### config.mk
export PLATFORM = sky130hd
export DESIGN_NAME = apb_write_arbiter
export DESIGN_NICKNAME = d
export VERILOG_FILES = /design/src/rtl/apb_arb_pkg.sv /design/src/rtl/apb_write_arbiter_rr_pick.sv /design/src/rtl/apb_write_arbiter.sv
export SDC_FILE = /design/constraint.sdc
export NUM_CORES = 1
export LEC_CHECK = 0
export CORE_AREA = 2 2 132 134
export CTS_BUF_LIST = sky130_fd_sc_hd__clkbuf_8
export CTS_CLUSTER_SIZE = 20
export DETAILED_ROUTE_END_ITERATION = 8
export DIE_AREA = 0 0 134 136
export PLACE_DENSITY = 0.76
export SETUP_SLACK_MARGIN = 0.15
export SYNTH_ARGS = -nofsm -noshare
export SYNTH_HDL_FRONTEND = slang
export SYNTH_SLANG_ARGS = --single-unit
### constraint.sdc
create_clock -name clk -period 6.5 [get_ports clk]
set_clock_uncertainty 0.1 [all_clocks]
set_input_delay 1.3 -clock clk [delete_from_list [all_inputs] [get_ports clk]]
set_output_delay 1.3 -clock clk [all_outputs]
set_load 0.05 [all_outputs]
### src/rtl/apb_arb_pkg.sv
// Shared types and defaults for the APB write arbiter: FSM state encoding,
// default widths and the wait-counter width helper.
package apb_arb_pkg;

    typedef enum logic [1:0] {
        IDLE   = 2'd0,
        SETUP  = 2'd1,
        ACCESS = 2'd2
    } state_t;

    localparam int DEF_NUM_REQ        = 4;
    localparam int DEF_ADDRESS_WIDTH  = 32;
    localparam int DEF_DATA_WIDTH     = 32;
    localparam int DEF_TIMEOUT_CYCLES = 16;

    // Counter must be able to hold TIMEOUT_CYCLES itself.
    function automatic int tmo_cnt_w(input int cycles);
        return $clog2(cycles + 1);
    endfunction

endpackage

### src/rtl/apb_write_arbiter_rr_pick.sv
// Combinational round-robin selector: first unmasked request found when
// searching upward from ptr with wrap-around.
module rr_pick #(
    parameter int NUM_REQ = 4,
    parameter int PW      = $clog2(NUM_REQ)
) (
    input  logic [NUM_REQ-1:0] req,
    input  logic [NUM_REQ-1:0] mask,
    input  logic [PW-1:0]      ptr,
    output logic [NUM_REQ-1:0] grant,
    output logic [PW-1:0]      idx,
    output logic               valid
);

    always_comb begin
        int j;
        grant = '0;
        idx   = '0;
        valid = 1'b0;
        j     = 0;
        for (int i = 0; i < NUM_REQ; i++) begin
            j = int'(ptr) + i;
            if (j >= NUM_REQ) j = j - NUM_REQ;
            if (!valid && req[j] && !mask[j]) begin
                valid    = 1'b1;
                idx      = PW'(j);
                grant[j] = 1'b1;
            end
        end
    end

endmodule

### src/rtl/apb_write_arbiter.sv
// Round-robin arbiter sharing one APB master port among NUM_REQ writers.
// Optional ACCESS-phase timeout is enabled by defining APB_ARB_TIMEOUT_EN.
module apb_write_arbiter
    import apb_arb_pkg::*;
#(
    parameter int NUM_REQ        = DEF_NUM_REQ,
    parameter int ADDRESS_WIDTH  = DEF_ADDRESS_WIDTH,
    parameter int DATA_WIDTH     = DEF_DATA_WIDTH,
    parameter int TIMEOUT_CYCLES = DEF_TIMEOUT_CYCLES
) (
    input  logic                          clk,
    input  logic                          rst,
    input  logic [NUM_REQ-1:0]            req,
    input  logic [NUM_REQ*ADDRESS_WIDTH-1:0] req_addr,
    input  logic [NUM_REQ*DATA_WIDTH-1:0] req_data,
    output logic [NUM_REQ-1:0]            done,
    output logic                          err,
    output logic                          busy,
    output logic                          PSEL,
    output logic                          PENABLE,
    output logic                          PWRITE,
    output logic [ADDRESS_WIDTH-1:0]      PADDR,
    output logic [DATA_WIDTH-1:0]         PWDATA,
    input  logic                          PREADY,
    input  logic                          PSLVERR
);

    localparam int PW = $clog2(NUM_REQ);

    if (NUM_REQ < 2 || NUM_REQ > 8 || TIMEOUT_CYCLES < 1) begin : g_cfg_check
        $error("apb_write_arbiter: unsupported NUM_REQ or TIMEOUT_CYCLES");
    end

    state_t                   state;
    logic [PW-1:0]            ptr;
    logic [PW-1:0]            cur;
    logic [PW-1:0]            nxt_ptr;
    logic [PW-1:0]            pick_ptr;
    logic [PW-1:0]            pick_idx;
    logic [NUM_REQ-1:0]       pick_mask;
    logic [NUM_REQ-1:0]       pick_grant;
    logic [NUM_REQ-1:0]       cur_hot;
    logic                     pick_valid;
    logic                     finish;
    logic                     timed_out;
    logic [ADDRESS_WIDTH-1:0] sel_addr;
    logic [DATA_WIDTH-1:0]    sel_data;

    assign cur_hot = NUM_REQ'(1) << cur;
    assign nxt_ptr = (cur == PW'(NUM_REQ - 1)) ? '0 : cur + 1'b1;

    // On the completing ACCESS cycle re-arbitrate as if the pointer had
    // already advanced, with the finishing requester excluded.
    assign pick_ptr  = (state == ACCESS) ? nxt_ptr : ptr;
    assign pick_mask = (state == ACCESS) ? cur_hot : '0;

    rr_pick #(
        .NUM_REQ (NUM_REQ),
        .PW      (PW)
    ) u_pick (
        .req   (req),
        .mask  (pick_mask),
        .ptr   (pick_ptr),
        .grant (pick_grant),
        .idx   (pick_idx),
        .valid (pick_valid)
    );

    always_comb begin
        sel_addr = '0;
        sel_data = '0;
        for (int k = 0; k < NUM_REQ; k++) begin
            if (pick_grant[k]) begin
                sel_addr = sel_addr | req_addr[k*ADDRESS_WIDTH +: ADDRESS_WIDTH];
                sel_data = sel_data | req_data[k*DATA_WIDTH +: DATA_WIDTH];
            end
        end
    end

`ifdef APB_ARB_TIMEOUT_EN
    localparam int TW = tmo_cnt_w(TIMEOUT_CYCLES);
    logic [TW-1:0] wait_cnt;

    always_ff @(posedge clk) begin
        if (rst) begin
            wait_cnt <= '0;
        end else if (state != ACCESS) begin
            wait_cnt <= '0;
        end else if (!PREADY) begin
            wait_cnt <= wait_cnt + 1'b1;
        end
    end

    assign timed_out = (state == ACCESS) && !PREADY &&
                       (wait_cnt == TW'(TIMEOUT_CYCLES - 1));
`else
    assign timed_out = 1'b0;
`endif

    assign finish = (state == ACCESS) && (PREADY || timed_out);

    always_ff @(posedge clk) begin
        if (rst) begin
            state   <= IDLE;
            ptr     <= '0;
            cur     <= '0;
            PSEL    <= 1'b0;
            PENABLE <= 1'b0;
            PWRITE  <= 1'b0;
            PADDR   <= '0;
            PWDATA  <= '0;
            done    <= '0;
            err     <= 1'b0;
            busy    <= 1'b0;
        end else begin
            done <= '0;
            err  <= 1'b0;
            case (state)
                IDLE: begin
                    if (pick_valid) begin
                        state   <= SETUP;
                        cur     <= pick_idx;
                        PADDR   <= sel_addr;
                        PWDATA  <= sel_data;
                        PSEL    <= 1'b1;
                        PWRITE  <= 1'b1;
                        PENABLE <= 1'b0;
                        busy    <= 1'b1;
                    end
                end
                SETUP: begin
                    state   <= ACCESS;
                    PENABLE <= 1'b1;
                end
                ACCESS: begin
                    if (finish) begin
                        done    <= cur_hot;
                        // A timeout is the only way to finish with PREADY low.
                        err     <= PREADY ? PSLVERR : 1'b1;
                        ptr     <= nxt_ptr;
                        PENABLE <= 1'b0;
                        if (pick_valid) begin
                            state  <= SETUP;
                            cur    <= pick_idx;
                            PADDR  <= sel_addr;
                            PWDATA <= sel_data;
                        end else begin
                            state  <= IDLE;
                            PSEL   <= 1'b0;
                            PWRITE <= 1'b0;
                            busy   <= 1'b0;
                        end
                    end
                end
                default: state <= IDLE;
            endcase
        end
    end

endmodule

# Word level (Yosys, flattened, before mapping)

Cells that the tools add are included.
W data, S select, Z words.

Input bits: 264
Register bits after elaboration: 77
Output and inout port bits: 73

Reduce and logical (&&, ||, !) cells: 28
Muxes and demuxes: 80
Order comparisons: 12
Shift-type cells: 1
Add/subtract/negate cells: 8
Eq/ne operators: 6
Bitwise operators: 11

Operators by type and width:

| operator                | count |
|---|---|
| $mux W32                | 16 |
| $or A32 B32 Y32         | 6 |
| $ge A32 B1 Y1 const B   | 4 |
| $lt A32 B4 Y1 const B   | 4 |
| $pmux W32 S2            | 2 |
| $ge A32 B4 Y1 const B   | 3 |
| $sub A32 B4 Y32 const B | 3 |
| $mux W1                 | 31 |
| $mux W2                 | 10 |
| $mux W4                 | 5 |
| $bmux W1 S2             | 8 |
| $logic_and A1 B1 Y1     | 12 |
| $or A4 B4 Y4            | 3 |
| $demux W1 S2            | 4 |
| $logic_not A1 Y1        | 7 |
| $add A2 B2 Y3 const B   | 2 |
| $ne A2 B2 Y1 const B    | 3 |
| $pmux W2 S3             | 1 |
| $reduce_and A2 Y1       | 3 |
| $eq A2 B2 Y1 const B    | 2 |
| $pmux W2 S2             | 1 |
| $reduce_and A4 Y1       | 1 |
| $shl A1 B2 Y4 const A   | 1 |
| $sub A2 B3 Y4 const B   | 1 |
| 12 further kinds        | 13 |

# Logic depth before layout (Yosys ltp)

Depth after elaboration: 33
Mapped depth: 14
Depth with buffers taken out: 11

# Hierarchy

Synthesis repeated with hierarchy kept, for this count alone.

Cells, all modules: 509
Area, all modules: 4495.6 um^2

Modules (own cells, without submodules):

| module            | cells an instance | sequential area each (um^2) | instances | area an instance (um^2) |
|---|---|---|---|---|
| apb_write_arbiter | 439               | 1541.5                      | 1         | 3963.8 |
| rr_pick           | 70                | 0.0                         | 1         | 531.8 |

# Worst setup path after synthesis

OpenSTA, ideal clock, no wires.

Path type: register to register
Start point: register cur[0]
End point: register PADDR[19]
Clock period less this slack: 3.132 ns
Library setup time: 0.089 ns
Stages on the path, launching flop included: 13
Required time: 6.311 ns
Path slack: 3.368 ns
Buffers on the path: 2
Arrival: 2.944 ns
Path through: dfxtp_1 -> inv_1 -> ha_1 -> mux2i_2 -> ha_1 -> o32a_1 -> buf_6 -> a211oi_2 -> a31oi_1 -> nand3_4 -> buf_2 -> a22oi_1 -> a311oi_2

Word-level cells in the longest chain between the ends: 33

RTL lines:

| what                                                     | RTL line                                           | text |
|---|---|---|
| start, declared                                          | apb_write_arbiter.sv:36                            | `logic [PW-1:0] cur;` |
| start signal, assigned                                   | apb_write_arbiter.sv:122                           | `cur <= pick_idx;` |
| start signal, assigned                                   | apb_write_arbiter.sv:144                           | `cur <= pick_idx;` |
| $add A2 B1 Y2 or $eq A2 B2 Y1 (tied branches)            | apb_write_arbiter.sv:50                            | `assign nxt_ptr = (cur == PW'(NUM_REQ - 1)) ? '0 : cur + 1'b1;` |
| $mux W2 (*)                                              | apb_write_arbiter.sv:50                            |  |
| named net nxt_ptr[1]                                     | apb_write_arbiter.sv:37                            | `logic [PW-1:0] nxt_ptr;` |
| $mux W2 (*)                                              | apb_write_arbiter.sv:54                            | `assign pick_ptr = (state == ACCESS) ? nxt_ptr : ptr;` |
| branches (longest 27 deep; another with $sub A32 B4 Y32) | n/a                                                |  |
| $mux W32 (*)                                             | apb_write_arbiter.sv:120, apb_write_arbiter.sv:142 |  |
| $mux W32                                                 | apb_write_arbiter.sv:136                           | `if (finish) begin` |
| $pmux W32 S2 (*)                                         | apb_write_arbiter.sv:118                           | `case (state)` |
| end signal, assigned                                     | apb_write_arbiter.sv:123                           | `PADDR <= sel_addr;` |
| end signal, assigned                                     | apb_write_arbiter.sv:145                           | `PADDR <= sel_addr;` |
| end, declared                                            | apb_write_arbiter.sv:22                            | `output logic [ADDRESS_WIDTH-1:0] PADDR,` |

Mark *: on every way through the listed nets, which the timed path passes. The select of a mux whose other input is x is not followed.
A chain may end at the register's enable or synchronous reset.

# Worst setup path in the final report

Start point: register cur[0]
End point: register PADDR[20]

The elaborated chain is that of the path after synthesis.

==> impl_metrics.prom <==
# TYPE chip_impl_metric gauge
chip_impl_metric{name="timing_hold_violations_final",unit=""} 0
chip_impl_metric{name="postSynth.asyncResetShare",unit="%"} 0
chip_impl_metric{name="post_cts_resize_count",unit=""} 0
chip_impl_metric{name="power.net_switching",unit="uW"} 1100
chip_impl_metric{name="number_of_max_slew_violations_in_the_final_report",unit=""} 0
chip_impl_metric{name="cts-root-to-sink-buffers",unit=""} 2
chip_impl_info{name="status",value="finished clean"} 1
chip_impl_metric{name="areaGrowthSynthToFinish",unit="%"} 76.2
chip_impl_metric{name="worstMarginPinSlew",unit="ns"} 1.03
chip_impl_info{name="synth_area_leaders",value="dfxtp_1 32%, a22oi_1 18%, a311oi_2 13%"} 1
chip_impl_metric{name="route.detailed.drc",unit=""} 0
chip_impl_metric{name="rows",unit=""} 48
chip_impl_metric{name="place_congestion",unit=""} 0.837
chip_impl_metric{name="regArea",unit="sq um"} 1540
chip_impl_metric{name="ant_nets",unit=""} 0
chip_impl_info{name="startpoint_type",value="flip-flop"} 1
chip_impl_metric{name="cts.htree.levels",unit=""} 3
chip_impl_info{name="synth_ff_type",value="dfxtp_1"} 1
chip_impl_info{name="timing.hold.worst.class",value="reg -> reg"} 1
chip_impl_metric{name="hold_buffers",unit=""} 0
chip_impl_info{name="cts_tree",value="built"} 1
chip_impl_metric{name="hold-worst-slack",unit="ns"} 0.382
chip_impl_metric{name="maximum_number_of_pins_on_one_net_before_global_route_repair",unit=""} 75
chip_impl_metric{name="grt_remaining_overflow",unit=""} 0
chip_impl_metric{name="detailedPlacementHpwl",unit="microns"} 13800
chip_impl_metric{name="io_buffer_count",unit=""} 336
chip_impl_metric{name="syn_area_per_cell",unit="sq um"} 9.47
chip_impl_metric{name="switching_share",unit="%"} 44.1
chip_impl_metric{name="p_comb_share",unit="%"} 55.8
chip_impl_metric{name="clock_power_share",unit="%"} 18.6
chip_impl_info{name="critical_path.endpoint_type",value="flip-flop"} 1
chip_impl_metric{name="grtUsageTotal",unit="%"} 19.8
chip_impl_metric{name="cp_max_fo",unit=""} 42
chip_impl_metric{name="fin_tns_setup",unit="ns"} 0
chip_impl_metric{name="firstDrtPassIters",unit=""} 5
chip_impl_metric{name="cts_sinks",unit=""} 77
chip_impl_metric{name="achievable-frequency",unit="MHz"} 221
chip_impl_metric{name="arr_time_crit_path",unit="ns"} 4.65
chip_impl_metric{name="yosys_warns",unit=""} 0
chip_impl_metric{name="dr.first_iter.drc_count",unit=""} 256
chip_impl_metric{name="drt-vias-per-instance",unit=""} 5.24
chip_impl_info{name="grt_setup_unrepaired",value="no"} 1
chip_impl_metric{name="core_region_area",unit="sq um"} 16900
chip_impl_info{name="layout.cells.most_common_list",value="335 x clkdlybuf4s50_1, 118 x a22oi_1, 79 x nor2_1"} 1
chip_impl_metric{name="die_height",unit="microns"} 136
chip_impl_metric{name="insertedDiodeCount",unit=""} 0
chip_impl_metric{name="finalWorstPathRequiredPeriod",unit="ns"} 4.53
chip_impl_metric{name="io_pins",unit=""} 337
chip_impl_metric{name="routed_wirelength",unit="microns"} 18800
chip_impl_metric{name="syn_inst",unit=""} 507
chip_impl_metric{name="relSlewSlack",unit="%"} 31.1
chip_impl_metric{name="clk_latency",unit="ns"} 0.36
chip_impl_metric{name="multiInputGateArea",unit="sq um"} 2940
chip_impl_metric{name="worst_setup_hold_path_clk_slew",unit="ns"} 0.09
chip_impl_metric{name="cp_data_required_time",unit="ns"} 6.63
chip_impl_metric{name="synth_enable_flop_cells",unit=""} 0
chip_impl_metric{name="fillerInstances",unit=""} 1571
chip_impl_metric{name="wl_per_cell",unit="microns"} 18.1
chip_impl_metric{name="drive_above_1_share",unit="%"} 11.6
chip_impl_metric{name="final_net_count",unit=""} 1085
chip_impl_metric{name="floorplan.die_area",unit="sq um"} 18200
chip_impl_metric{name="synthesis.nets",unit=""} 783
chip_impl_metric{name="power_frac_seq",unit="%"} 25.6
chip_impl_info{name="clockRootBuffer",value="clkbuf_8"} 1
chip_impl_metric{name="netlist-cell-type-count",unit=""} 45
chip_impl_metric{name="synth_seq_area_share",unit="%"} 32.1
chip_impl_metric{name="cts_made_buffers",unit=""} 9
chip_impl_metric{name="leakage_power_figure",unit="uW"} 0.00294
chip_impl_metric{name="power_per_cell_area",unit="nW/um^2"} 294
chip_impl_metric{name="initial_antenna_violation_count",unit=""} 0
chip_impl_metric{name="cts.repair_timing.setup_buffer_count",unit=""} 0
chip_impl_metric{name="vdd_ir_drop_max",unit="V"} 0.000132
chip_impl_metric{name="grt_pass1_vias",unit=""} 5349
chip_impl_info{name="layout_commonest_cell",value="clkdlybuf4s50_1"} 1
chip_impl_metric{name="fp.dieW",unit="microns"} 134
chip_impl_info{name="timing_worst_setup_path_type",value="reg -> reg"} 1
chip_impl_metric{name="initial_core_util",unit="%"} 28.5
chip_impl_metric{name="setup_violations",unit=""} 0
chip_impl_metric{name="synth.ff_latch_count",unit=""} 77
chip_impl_metric{name="grt_first_pass_wirelength",unit="microns"} 28200
chip_impl_info{name="synth_area_leader_cell",value="dfxtp_1"} 1
chip_impl_metric{name="cap_viol_max_count",unit=""} 0
chip_impl_metric{name="synthDominantCellAreaShare",unit="%"} 32.1
chip_impl_metric{name="detailroute.via_count",unit=""} 5443
chip_impl_metric{name="min_period_over_period",unit="%"} 69.7
chip_impl_metric{name="post_synth_instance_area",unit="sq um"} 4800
chip_impl_metric{name="internal-power",unit="uW"} 1390
layer usage:
layer	global-route usage, %	wire length [microns]	vias up
li1	-	-	2616
met1	22.4	7400	2566
met2	35.4	9440	232
met3	4.96	1480	29
met4	7.92	479	0
met5	0	0	-
power groups by stage:
| stage | clock (uW) | sequential [uW] | combinational (uW) |
|---|---|---|---|
| floorplan | 0 | 968 | 601 |
| global placement | 0 | 643 | 1380 |
| detailed placement | 0 | 647 | 1390 |
| CTS | 476 | 637 | 1400 |
| global route | 493 | 649 | 1470 |
| finish | 461 | 637 | 1390 |
synthesized netlist by cell type (2+ instances only):
library cell / n
a22oi_1: 118
nor2_1: 79
dfxtp_1: 77
a311oi_2: 40
a311oi_1: 24
buf_4: 20
clkbuf_1: 16
ha_1: 12
a22oi_2: 10
inv_1: 10
buf_2: 9
nand2_1: 9
a21oi_1: 8
o21ai_0: 8
nand3_1: 7
a31oi_1: 5
and2_1: 5
a211oi_1: 4
buf_1: 4
mux2i_1: 4
mux2i_2: 3
nand2b_1: 3
a211oi_2: 2
buf_6: 2
mux2_2: 2
mux2i_4: 2
nand3_2: 2
nand3_4: 2
nor3_2: 2
nor4_1: 2
o21ai_2: 2
critical path: stages, from the launching register on:
cell and delay (ns):
dfxtp_1 0.53, inv_1 0.11, ha_1 0.33, mux2i_2 0.45, ha_1 0.40, nand2b_1 0.10
o32a_1 0.35, a211oi_1 0.10, a31oi_1 0.19, nand3_2 0.78, buf_4 0.57, a22oi_1 0.22
a311oi_2 0.14
area by class of cell:
class / count / share of cell area [%]
Timing Repair Buffer: 342 / 40.4
Multi-Input combinational cell: 369 / 34.7
Sequential cell: 77 / 18.2
Tap cell: 225 / 3.33
Clock buffer: 11 / 1.79
Clock inverter: 4 / 1.12
Inverter: 10 / 0.444
worst paths after layout:
path                       start                     end  slack [ns]  cells after the start
max reg2reg  cur[0]$_SDFFE_PP0P_  PADDR[20]$_SDFFE_PP0P_        1.97                     12
min          ptr[1]$_SDFFE_PP0P_     ptr[1]$_SDFFE_PP0P_        0.38                      2
min reg2reg  ptr[1]$_SDFFE_PP0P_     ptr[1]$_SDFFE_PP0P_        0.38                      2
max          cur[0]$_SDFFE_PP0P_  PADDR[20]$_SDFFE_PP0P_        1.97                     12
flip-flops by register name, indices dropped and copies added, names as in the netlist:
register and flops:
PADDR 32, PENABLE 1, PWDATA 32, PWRITE 1, cur 2, done 4, err 1, ptr 2
state 2
cell families after synthesis:
family	count (synthesis)	synth area share [%]
AOI/OAI and AO/OA	228	43.2
adders and majority gates	12	3.13
buffers and inverters	61	6.88
DFF	77	32.1
muxes	11	3.10
and+or+nand+nor	118	11.6
through the flow:
step | std cells | setup slack, ns | power (uW) | util, % | area [sq um]
final | 1038 | 1.97 | 2490 | 50.1 | 8460
after global routing | 1038 | 1.63 | 2610 | 50.1 | 8460
after CTS | 1038 | 1.95 | 2510 | 50.1 | 8460
after detailed placement | 1023 | 1.72 | 2040 | 48.7 | 8220
after global placement | 1023 | 1.80 | 2030 | 48.7 | 8220
after floorplan | 507 | 3.37 | 1570 | - | 4800
Power figures use the tool's default switching activity.
